`src/rtl/ov5640_cfg_pkg.sv`:
```
// Shared definitions for the OV5640 register-init sequencer: FSM states,
// the I2C device address, the "wait" marker and the LUT entry layout.
package ov5640_cfg_pkg;

  localparam logic [7:0]  DEV_ADDR   = 8'h78;
  localparam logic [15:0] DELAY_MARK = 16'hFFFF;
  localparam int          ENTRY_W    = 24;

  typedef enum logic [3:0] {
    ST_PWR_WAIT,
    ST_LOAD,
    ST_START_LO,
    ST_START_HI,
    ST_CHECK,
    ST_SW_WAIT,
    ST_NEXT,
    ST_CAM_NEXT,
    ST_DONE
  } state_t;

  function automatic logic is_delay(input logic [15:0] reg_addr);
    return reg_addr == DELAY_MARK;
  endfunction

endpackage

```
`src/rtl/ov5640_reg_lut.sv`:
```
// Register table shared by both cameras: {reg_addr, reg_data} per index, plus
// a flag marking the final meaningful entry so the walk can stop early.
module ov5640_reg_lut
  import ov5640_cfg_pkg::*;
#(
  parameter int IDX_W = 8
) (
  input  logic [IDX_W-1:0] idx_i,
  output logic [15:0]      reg_addr_o,
  output logic [7:0]       reg_data_o,
  output logic             lut_last_o
);

  localparam int LUT_LEN = 16;

  logic [ENTRY_W-1:0] rom_word;

  always_comb begin
    rom_word = '0;
    case (int'(idx_i))
      0:  rom_word = 24'h3008_82;  // software reset
      1:  rom_word = {DELAY_MARK, 8'h00};
      2:  rom_word = 24'h3008_42;
      3:  rom_word = 24'h3103_03;
      4:  rom_word = 24'h3017_FF;
      5:  rom_word = 24'h3018_FF;
      6:  rom_word = 24'h3034_1A;
      7:  rom_word = 24'h3035_11;
      8:  rom_word = 24'h3036_46;
      9:  rom_word = 24'h3037_13;
      10: rom_word = 24'h3108_01;
      11: rom_word = 24'h3630_36;
      12: rom_word = 24'h3631_0E;
      13: rom_word = 24'h3632_E2;
      14: rom_word = 24'h3633_12;
      15: rom_word = 24'h4300_61;
      default: rom_word = '0;
    endcase
  end

  assign reg_addr_o = rom_word[23:8];
  assign reg_data_o = rom_word[7:0];
  assign lut_last_o = (int'(idx_i) >= LUT_LEN - 1);

endmodule

```
`src/rtl/ov5640_reg_seq.sv`:
```
// Walks the register LUT for camera 0 then camera 1, handing each word to the
// I2C engine through the start/tr_end handshake, with NACK retries.
module ov5640_reg_seq
  import ov5640_cfg_pkg::*;
#(
  parameter int  LUT_DEPTH = 256,
  parameter int  PWR_DELAY = 400,
  parameter int  SW_DELAY  = 100,
  parameter int  MAX_RETRY = 3,
  localparam int IDX_W     = $clog2(LUT_DEPTH)
) (
  input  logic             clock_i2c_i,
  input  logic             camera_rst_i,
  input  logic             tr_end_i,
  input  logic             ack_i,
  output logic [31:0]      i2c_data_o,
  output logic             start_o,
  output logic             camera1_o,
  output logic [IDX_W-1:0] reg_index_o,
  output logic             reg_conf_done_o,
  output logic             cfg_error_o
);

  localparam int CNT_MAX = (PWR_DELAY > SW_DELAY) ? PWR_DELAY : SW_DELAY;
  localparam int CNT_W   = $clog2(CNT_MAX + 1);
  localparam int RETRY_W = $clog2(MAX_RETRY + 1);

  localparam logic [CNT_W-1:0]   PWR_LAST  = CNT_W'(PWR_DELAY - 1);
  localparam logic [CNT_W-1:0]   SW_LAST   = CNT_W'(SW_DELAY - 1);
  localparam logic [CNT_W-1:0]   LO_LAST   = CNT_W'(1);
  localparam logic [RETRY_W-1:0] RETRY_MAX = RETRY_W'(MAX_RETRY);
  localparam logic [IDX_W-1:0]   IDX_LAST  = IDX_W'(LUT_DEPTH - 1);

  state_t             state_q, state_d;
  logic [CNT_W-1:0]   cnt_q, cnt_d;
  logic [RETRY_W-1:0] retry_q, retry_d;
  logic [IDX_W-1:0]   idx_q, idx_d;
  logic               cam1_q, cam1_d;
  logic [31:0]        data_q, data_d;
  logic               err_q, err_d;
  logic               nack_q, nack_d;
  logic               tr_end_dly_q;

  logic [15:0] lut_addr;
  logic [7:0]  lut_data;
  logic        lut_last;
  logic        tr_rise;

  ov5640_reg_lut #(.IDX_W(IDX_W)) u_lut (
    .idx_i      (idx_q),
    .reg_addr_o (lut_addr),
    .reg_data_o (lut_data),
    .lut_last_o (lut_last)
  );

  // A tr_end level left over from the previous word must not complete this one.
  assign tr_rise = tr_end_i & ~tr_end_dly_q;

  always_ff @(posedge clock_i2c_i or posedge camera_rst_i) begin
    if (camera_rst_i) begin
      state_q      <= ST_PWR_WAIT;
      cnt_q        <= '0;
      retry_q      <= '0;
      idx_q        <= '0;
      cam1_q       <= 1'b0;
      data_q       <= '0;
      err_q        <= 1'b0;
      nack_q       <= 1'b0;
      tr_end_dly_q <= 1'b0;
    end else begin
      state_q      <= state_d;
      cnt_q        <= cnt_d;
      retry_q      <= retry_d;
      idx_q        <= idx_d;
      cam1_q       <= cam1_d;
      data_q       <= data_d;
      err_q        <= err_d;
      nack_q       <= nack_d;
      tr_end_dly_q <= tr_end_i;
    end
  end

  always_comb begin
    state_d = state_q;
    cnt_d   = cnt_q;
    retry_d = retry_q;
    idx_d   = idx_q;
    cam1_d  = cam1_q;
    data_d  = data_q;
    err_d   = err_q;
    nack_d  = nack_q;
    case (state_q)
      ST_PWR_WAIT: begin
        if (cnt_q == PWR_LAST) begin
          cnt_d   = '0;
          state_d = ST_LOAD;
        end else begin
          cnt_d = cnt_q + 1'b1;
        end
      end
      ST_LOAD: begin
        cnt_d = '0;
        if (is_delay(lut_addr)) begin
          state_d = ST_SW_WAIT;
        end else begin
          data_d  = {DEV_ADDR, lut_addr, lut_data};
          state_d = ST_START_LO;
        end
      end
      // Two low cycles let the engine clear its counter, then drop tr_end.
      ST_START_LO: begin
        if (cnt_q == LO_LAST) begin
          cnt_d   = '0;
          state_d = ST_START_HI;
        end else begin
          cnt_d = cnt_q + 1'b1;
        end
      end
      ST_START_HI: begin
        if (tr_rise) begin
          nack_d  = ack_i;
          state_d = ST_CHECK;
        end
      end
      ST_CHECK: begin
        if (!nack_q) begin
          retry_d = '0;
          state_d = ST_NEXT;
        end else if (retry_q != RETRY_MAX) begin
          retry_d = retry_q + 1'b1;
          state_d = ST_START_LO;
        end else begin
          err_d   = 1'b1;
          retry_d = '0;
          state_d = ST_NEXT;
        end
      end
      ST_SW_WAIT: begin
        if (cnt_q == SW_LAST) begin
          cnt_d   = '0;
          state_d = ST_NEXT;
        end else begin
          cnt_d = cnt_q + 1'b1;
        end
      end
      ST_NEXT: begin
        if (idx_q == IDX_LAST || lut_last) begin
          state_d = ST_CAM_NEXT;
        end else begin
          idx_d   = idx_q + 1'b1;
          state_d = ST_LOAD;
        end
      end
      ST_CAM_NEXT: begin
        if (!cam1_q) begin
          cam1_d  = 1'b1;
          idx_d   = '0;
          state_d = ST_LOAD;
        end else begin
          state_d = ST_DONE;
        end
      end
      ST_DONE: state_d = ST_DONE;
      default: state_d = ST_PWR_WAIT;
    endcase
  end

  always_comb begin
    start_o         = (state_q == ST_START_HI);
    reg_conf_done_o = (state_q == ST_DONE);
    i2c_data_o      = data_q;
    camera1_o       = cam1_q;
    reg_index_o     = idx_q;
    cfg_error_o     = err_q;
  end

endmodule

```
`config.mk`:
```
export PLATFORM = sky130hd
export DESIGN_NAME = ov5640_reg_seq
export DESIGN_NICKNAME = d
export VERILOG_FILES = /design/src/rtl/ov5640_cfg_pkg.sv /design/src/rtl/ov5640_reg_lut.sv /design/src/rtl/ov5640_reg_seq.sv
export SDC_FILE = /design/constraint.sdc
export NUM_CORES = 1
export LEC_CHECK = 0
export CAP_MARGIN = 20
export CORE_MARGIN = 2
export CORE_UTILIZATION = 58
export DETAILED_ROUTE_END_ITERATION = 16
export HOLD_SLACK_MARGIN = 0.1
export PLACE_DENSITY = 0.91
export SYNTH_ARGS = -nofsm -noshare
export SYNTH_HDL_FRONTEND = slang
export SYNTH_HIERARCHICAL = 1
export SYNTH_SLANG_ARGS = --single-unit
```
`constraint.sdc`:
```
create_clock -name clock_i2c_i -period 7.52 [get_ports clock_i2c_i]
set_clock_uncertainty 0.15 [all_clocks]
set_input_delay 1.504 -clock clock_i2c_i [delete_from_list [all_inputs] [get_ports clock_i2c_i]]
set_output_delay 1.504 -clock clock_i2c_i [all_outputs]
set_load 0.01 [all_outputs]
```
# Yosys cells after proc, flatten, opt, wreduce, memory -nomap -nowiden
# Memory sizes are Yosys's and may differ from the RTL's.
# Index checks and enable logic that the tools add are counted.
[word_totals]
reg_bits = 52
latchBits = 0
mem_bits_rw = 0
romBits = 384
word_cells = 68
n_memories = 1
[memory_table]
columns = ["memory", "words", "word_bits", "read_ports", "rd_clocked_by_memory_dff", "wr", "line_no", "text"]
rows = [
  ["(name not given)", 16, 24, 1, 0, 0, "ov5640_reg_lut.sv:20", "case (int'(idx_i))"],
]
[classes]
add_sub_neg = 3
multipliers = 0
div = 0
order_cmp = 1
eq_ne = 20
shifts = 0
n_mux = 20
bitwise_logic = 4
reduce_logical = 10
[op_table]
columns = ["operator", "n"]
rows = [
  ["4-bit one-hot mux with 9 select lines", 1],
  ["9-bit one-hot mux with 4 select lines", 1],
  ["9-bit 2-to-1 mux", 3],
  ["24-bit 2-to-1 mux", 1],
  ["4-bit 2-to-1 mux", 5],
  ["16-bit equality test, second input constant", 1],
  ["4-bit by 3-bit equality test with 1-bit output, second input constant", 4],
  ["8-bit 2-to-1 mux", 2],
  ["8-bit one-hot mux with 2 select lines", 1],
  ["3-bit 2-to-1 mux", 4],
  ["2-bit != test, second input constant", 6],
  ["9-bit by 1-bit adder with 9-bit output, second input constant", 1],
  ["9-bit by 1-bit equality test with 1-bit output, second input constant", 1],
  ["9-bit by 7-bit equality test with 1-bit output, second input constant", 1],
  ["9-bit equality test, second input constant", 1],
  ["8-bit by 1-bit adder with 8-bit output, second input constant", 1],
  ["4-bit by 2-bit equality test with 1-bit output, second input constant", 2],
  ["8-bit equality test, second input constant", 1],
  ["8-bit by 4-bit greater-or-equal comparator with 1-bit output, second input constant", 1],
  ["4-bit zero test", 2],
  ["3-bit AND reduction", 2],
  ["4-bit by 1-bit equality test with 1-bit output, second input constant", 1],
  ["4-bit equality test, second input constant", 1],
  ["2-bit 2-to-1 mux", 2],
  ["other kinds (9)", 12],
]

# Longest topological paths before layout
[logic_depth]
depth_word = 5
ltp_mapped = 12

# By module
# The synthesis kept the hierarchy.
[by_module_without_submodules]
columns = ["module", "n_inst", "cells_each", "area_per_inst_um2", "seq_area_each_um2"]
rows = [
  ["ov5640_reg_seq", 1, 243, 2801.4, 1301.2],
  ["ov5640_reg_lut", 1, 95, 641.9, 0.0],
]

# Least setup slack after synthesis
# No wires, ideal clock.
[synth_timing]
path_type = "reg2reg"
start = "register idx_q[6], in the netlist reg_index_o[6]"
end = "register data_q[11], in the netlist i2c_data_o[11]"
arrival_ns = 2.967
t_required_ns = 7.245
setup_slack_ns = 4.278
stages_incl_launch_ff = 12
path_buffers = 5
synth_period_minus_slack_ns = 3.242
path_cell_list = "dfrtp_1 -> or4_1 -> buf_2 -> buf_6 -> nor2_1 -> buf_4 -> nand4_1 -> or4_4 -> nor2b_1 -> buf_6 -> buf_6 -> mux2_4"
[synth_via]
elab_chain_len = 5
[synth_lines]
columns = ["item", "line_no", "text"]
rows = [
  ["start, declared", "ov5640_reg_seq.sv:37", "logic [IDX_W-1:0] idx_q, idx_d;"],
  ["start signal, assigned", "ov5640_reg_seq.sv:74", "idx_q <= idx_d;"],
  ["4-bit zero test", "ov5640_reg_lut.sv:20", ""],
  ["24-bit 2-to-1 mux", "ov5640_reg_lut.sv:20", ""],
  ["net lut_addr[6]", "ov5640_reg_seq.sv:44", "logic [15:0] lut_addr;"],
  ["16-bit equality test", "ov5640_cfg_pkg.sv:22", "return reg_addr == DELAY_MARK;"],
  ["1-bit inverter (no line)", "-", ""],
  ["2-bit AND reduction (no line)", "-", ""],
  ["end signal, assigned", "ov5640_reg_seq.sv:76", "data_q <= data_d;"],
  ["end, declared", "ov5640_reg_seq.sv:39", "logic [31:0] data_q, data_d;"],
]
# The timed path passes the listed nets, and every way through them passes these cells.
# A chain may end at the register's enable or synchronous reset.

# Worst setup path after layout
[layout_timing]
start = "register state_q[0]"
end = "output port start_o"
[layout_via]
elab_chain_len = 1
[layout_lines]
columns = ["item", "line_no", "text"]
rows = [
  ["start, declared", "ov5640_reg_seq.sv:34", "state_t state_q, state_d;"],
  ["start signal, assigned", "ov5640_reg_seq.sv:71", "state_q <= state_d;"],
  ["4-bit by 2-bit equality test with 1-bit output", "ov5640_reg_seq.sv:169", "start_o = (state_q == ST_START_HI);"],
  ["end, declared", "ov5640_reg_seq.sv:17", "output logic start_o,"],
]
# Every way passes these cells.

==> impl_metrics.toml <==
[worst_setup_path]
crit_path_end_kind = "output pin"
crit_type = "flop to output pin"
worstPathArrival_ns = 2.27
worstSetupStartpointType = "flop"
cp.required_ns = 5.87
r2r_slack_ns = 3.78
crit_path_max_fanout = 22

[worst_hold_path]
hp-class = "flop to flop"

[sta]
fmax_mhz = 254.6
period_needed_ns = 3.928
fin_crit_sh_pct = 52.24
grt_setup_unrepaired = "no"
final_hold_viol_count = 0
relSlewSlack_pct = 35.22
worstMarginPinSlew_ns = 0.9628
setup_viol = 0
slew_violations = 0
tns_ns = 0

[power_and_ir_drop]
p_leak_nw = 1.691
switchingPower_mw = 0.1032
finalPower_mw = 0.4510
p_clk_share_pct = 35.7
intPower_mw = 0.3478
peakVddDrop_v = 0.00007395
combinationalPowerShare_pct = 2.2
pwr-share-seq_pct = 62.0
switching_share_pct = 22.88
powerDensity_nw_per_um2 = 115.1

[floorplan]
die_h_um = 81.05
dieArea_sq_um = 6569
coreArea_sq_um = 5816
rows = 28
die_w_um = 81.05
start_util_pct = 59.21
ioPinCount = 48

[yosys]
yosys_register_bits = 52
synth-edff-count = 0
ys_async_sr_fraction_pct = 100.0
synth_ff_type = "dfrtp_1"
synth.distinct_cells = 69
syn_area_per_cell_sq_um = 10.19
syn_inst = 338
synth_seq_area_share_pct = 37.79
syn_area_sq_um = 3443
yosys_warnings = 6

[place]
io_buffers = 43
dp_hpwl_um = 5187
place_congestion = 0.9399

[detailed_routing]
drt-total-wl_um = 7490
ant_nets = 0
route.detailed.drc = 0
dr.pass1.iters = 5
drt_iter0_drc = 446
viasPerCell = 6.233
routedWlPerCell_um = 16.95
vias = 2755

[clock_tree]
postCtsSetupBuffers = 0
htree_levels = 2
cts.clk_slew.worst_paths_ns = 0.10
insertion_delay_ns = 0.31
cts_hold_buf = 0
tritoncts = "built"
numClockSinks = 52
ctsResizeCount = 0
clockBufferDepth = 2
clockRootBuffer = "clkbuf_8"
cts_inserted_buffers = 5

[cells_and_area]
antenna_cells = 0
final_common_cell = "dfrtp_1"
drive_above_1_share_pct = 16.62
fillers = 443
final_cell_mix = "dfrtp_1 (52), clkdlybuf4s50_1 (43), nand2_1 (25)"
area_growth_pct = 13.77
finalNetCount = 382

[global_routing]
antenna_found_initial = 0
grt_max_degree = 53
gr-total-overflow = 0
grt_usage_pct = 23.64
grt_pass1_vias = 2565
grt_pass1_wl_um = 12290

[job]
cap_violations = 0

[outcome]
outcome = "finished, final reports clean"
==> power by group through the flow <==
stage	Clock [mW]	Combinational, mW	Sequential (mW)
after global placement	0	0.00839	0.285
final	0.161	0.0101	0.280
after CTS	0.163	0.00863	0.280
after floorplan	0	0.00694	0.285
after detailed placement	0	0.00863	0.285
after global routing	0.177	0.0118	0.280
==> critical path, stage by stage (launching register included) <==
cell,delay (ns)
dfrtp_1,0.81
nor4b_2,0.52
clkdlybuf4s50_1,0.64
==> metrics by stage <==
step	instances	hold slack [ns]	util [%]	area [sq um]	worst slack, ns
4_1_cts	441	0.3465	66.89	3890	3.588
3_3_place_gp	433	0.3143	65.38	3802	3.976
6_report	442	0.3449	67.36	3918	3.592
2_1_floorplan	341	0.3030	-	3455	4.278
3_5_place_dp	433	0.3251	65.38	3802	3.819
5_1_grt	442	0.3638	67.36	3918	3.469
==> final timing paths <==
check / to / start / depth (start not counted)
setup reg to reg: i2c_data_o[6]$_DFFE_PP0P_ / reg_index_o[6]$_DFFE_PP0P_ / 7
hold reg to reg: cfg_error_o$_DFFE_PP0P_ / cfg_error_o$_DFFE_PP0P_ / 1
min in group asynchronous: retry_q[0]$_DFFE_PP0P_ / camera_rst_i / 2
hold / removal: cfg_error_o$_DFFE_PP0P_ / cfg_error_o$_DFFE_PP0P_ / 1
max in group asynchronous: i2c_data_o[6]$_DFFE_PP0P_ / camera_rst_i / 3
setup / recovery: start_o / state_q[0]$_DFFE_PP0P_ / 2
==> cells by family (layout without fill, tap and decap cells) <==
kind of cell,Yosys count,count (layout),synth area share (%)
and+or+nand+nor,112,112,19.00
adders and majority gates,12,12,4.360
other,1,4,0.1089
buffers and inverters,39,65,6.831
AOI/OAI and AO/OA,84,84,18.13
xor gates and xnor gates,6,6,1.526
DFF,52,52,37.79
muxes,32,32,12.25
==> registers in the layout, indices dropped and copies added, names as in the netlist <==
name and cells:
i2c_data_o 25, tr_end_dly_q 1, cnt_q 9, cfg_error_o 1, camera1_o 1, reg_index_o 8, state_q 4, retry_q 2
nack_q 1
==> layer usage <==
| metal | track usage [%] | vias up | part of all wire [%] |
|---|---|---|---|
| met5 | 0 | - | 0 |
| met1 | 33.64 | 1348 | 46 |
| li1 | - | 1292 | - |
| met3 | 4.000 | 13 | 5.6 |
| met2 | 37.36 | 102 | 47 |
| met4 | 6.610 | 0 | 1.4 |
==> cells in the mapped netlist (5+ instances only) <==
master	n	area share [%]
buf_6	5	1.6
inv_1	10	1.1
nor2b_1	6	1.1
nor3_1	11	1.6
mux2_2	8	2.6
buf_2	8	1.2
mux2_4	18	7.8
nand4_1	5	0.91
nor4_1	5	0.91
a21oi_1	17	2.5
nand2_1	25	2.7
buf_4	11	2.4
a31oi_1	6	1.1
o21ai_1	5	0.73
nand3_1	12	1.7
o21ai_0	12	1.7
mux2i_1	5	1.5
a21oi_2	6	1.5
ha_1	12	4.4
xnor2_1	6	1.5
dfrtp_1	52	38
nor2_1	9	0.98
nand2b_1	10	1.8
==> layout make-up <==
class	instances	area, sq um	share of cell area [%]
Inverter	11	41.29	1.054
Sequential cell	52	1301	33.22
Multi-Input combinational cell	250	1921	49.03
Clock buffer	5	68.82	1.757
Timing Repair Buffer	46	473.0	12.07
Clock inverter	3	18.77	0.4791
Tap cell	75	93.84	2.395
Power figures use the tool's default switching activity.
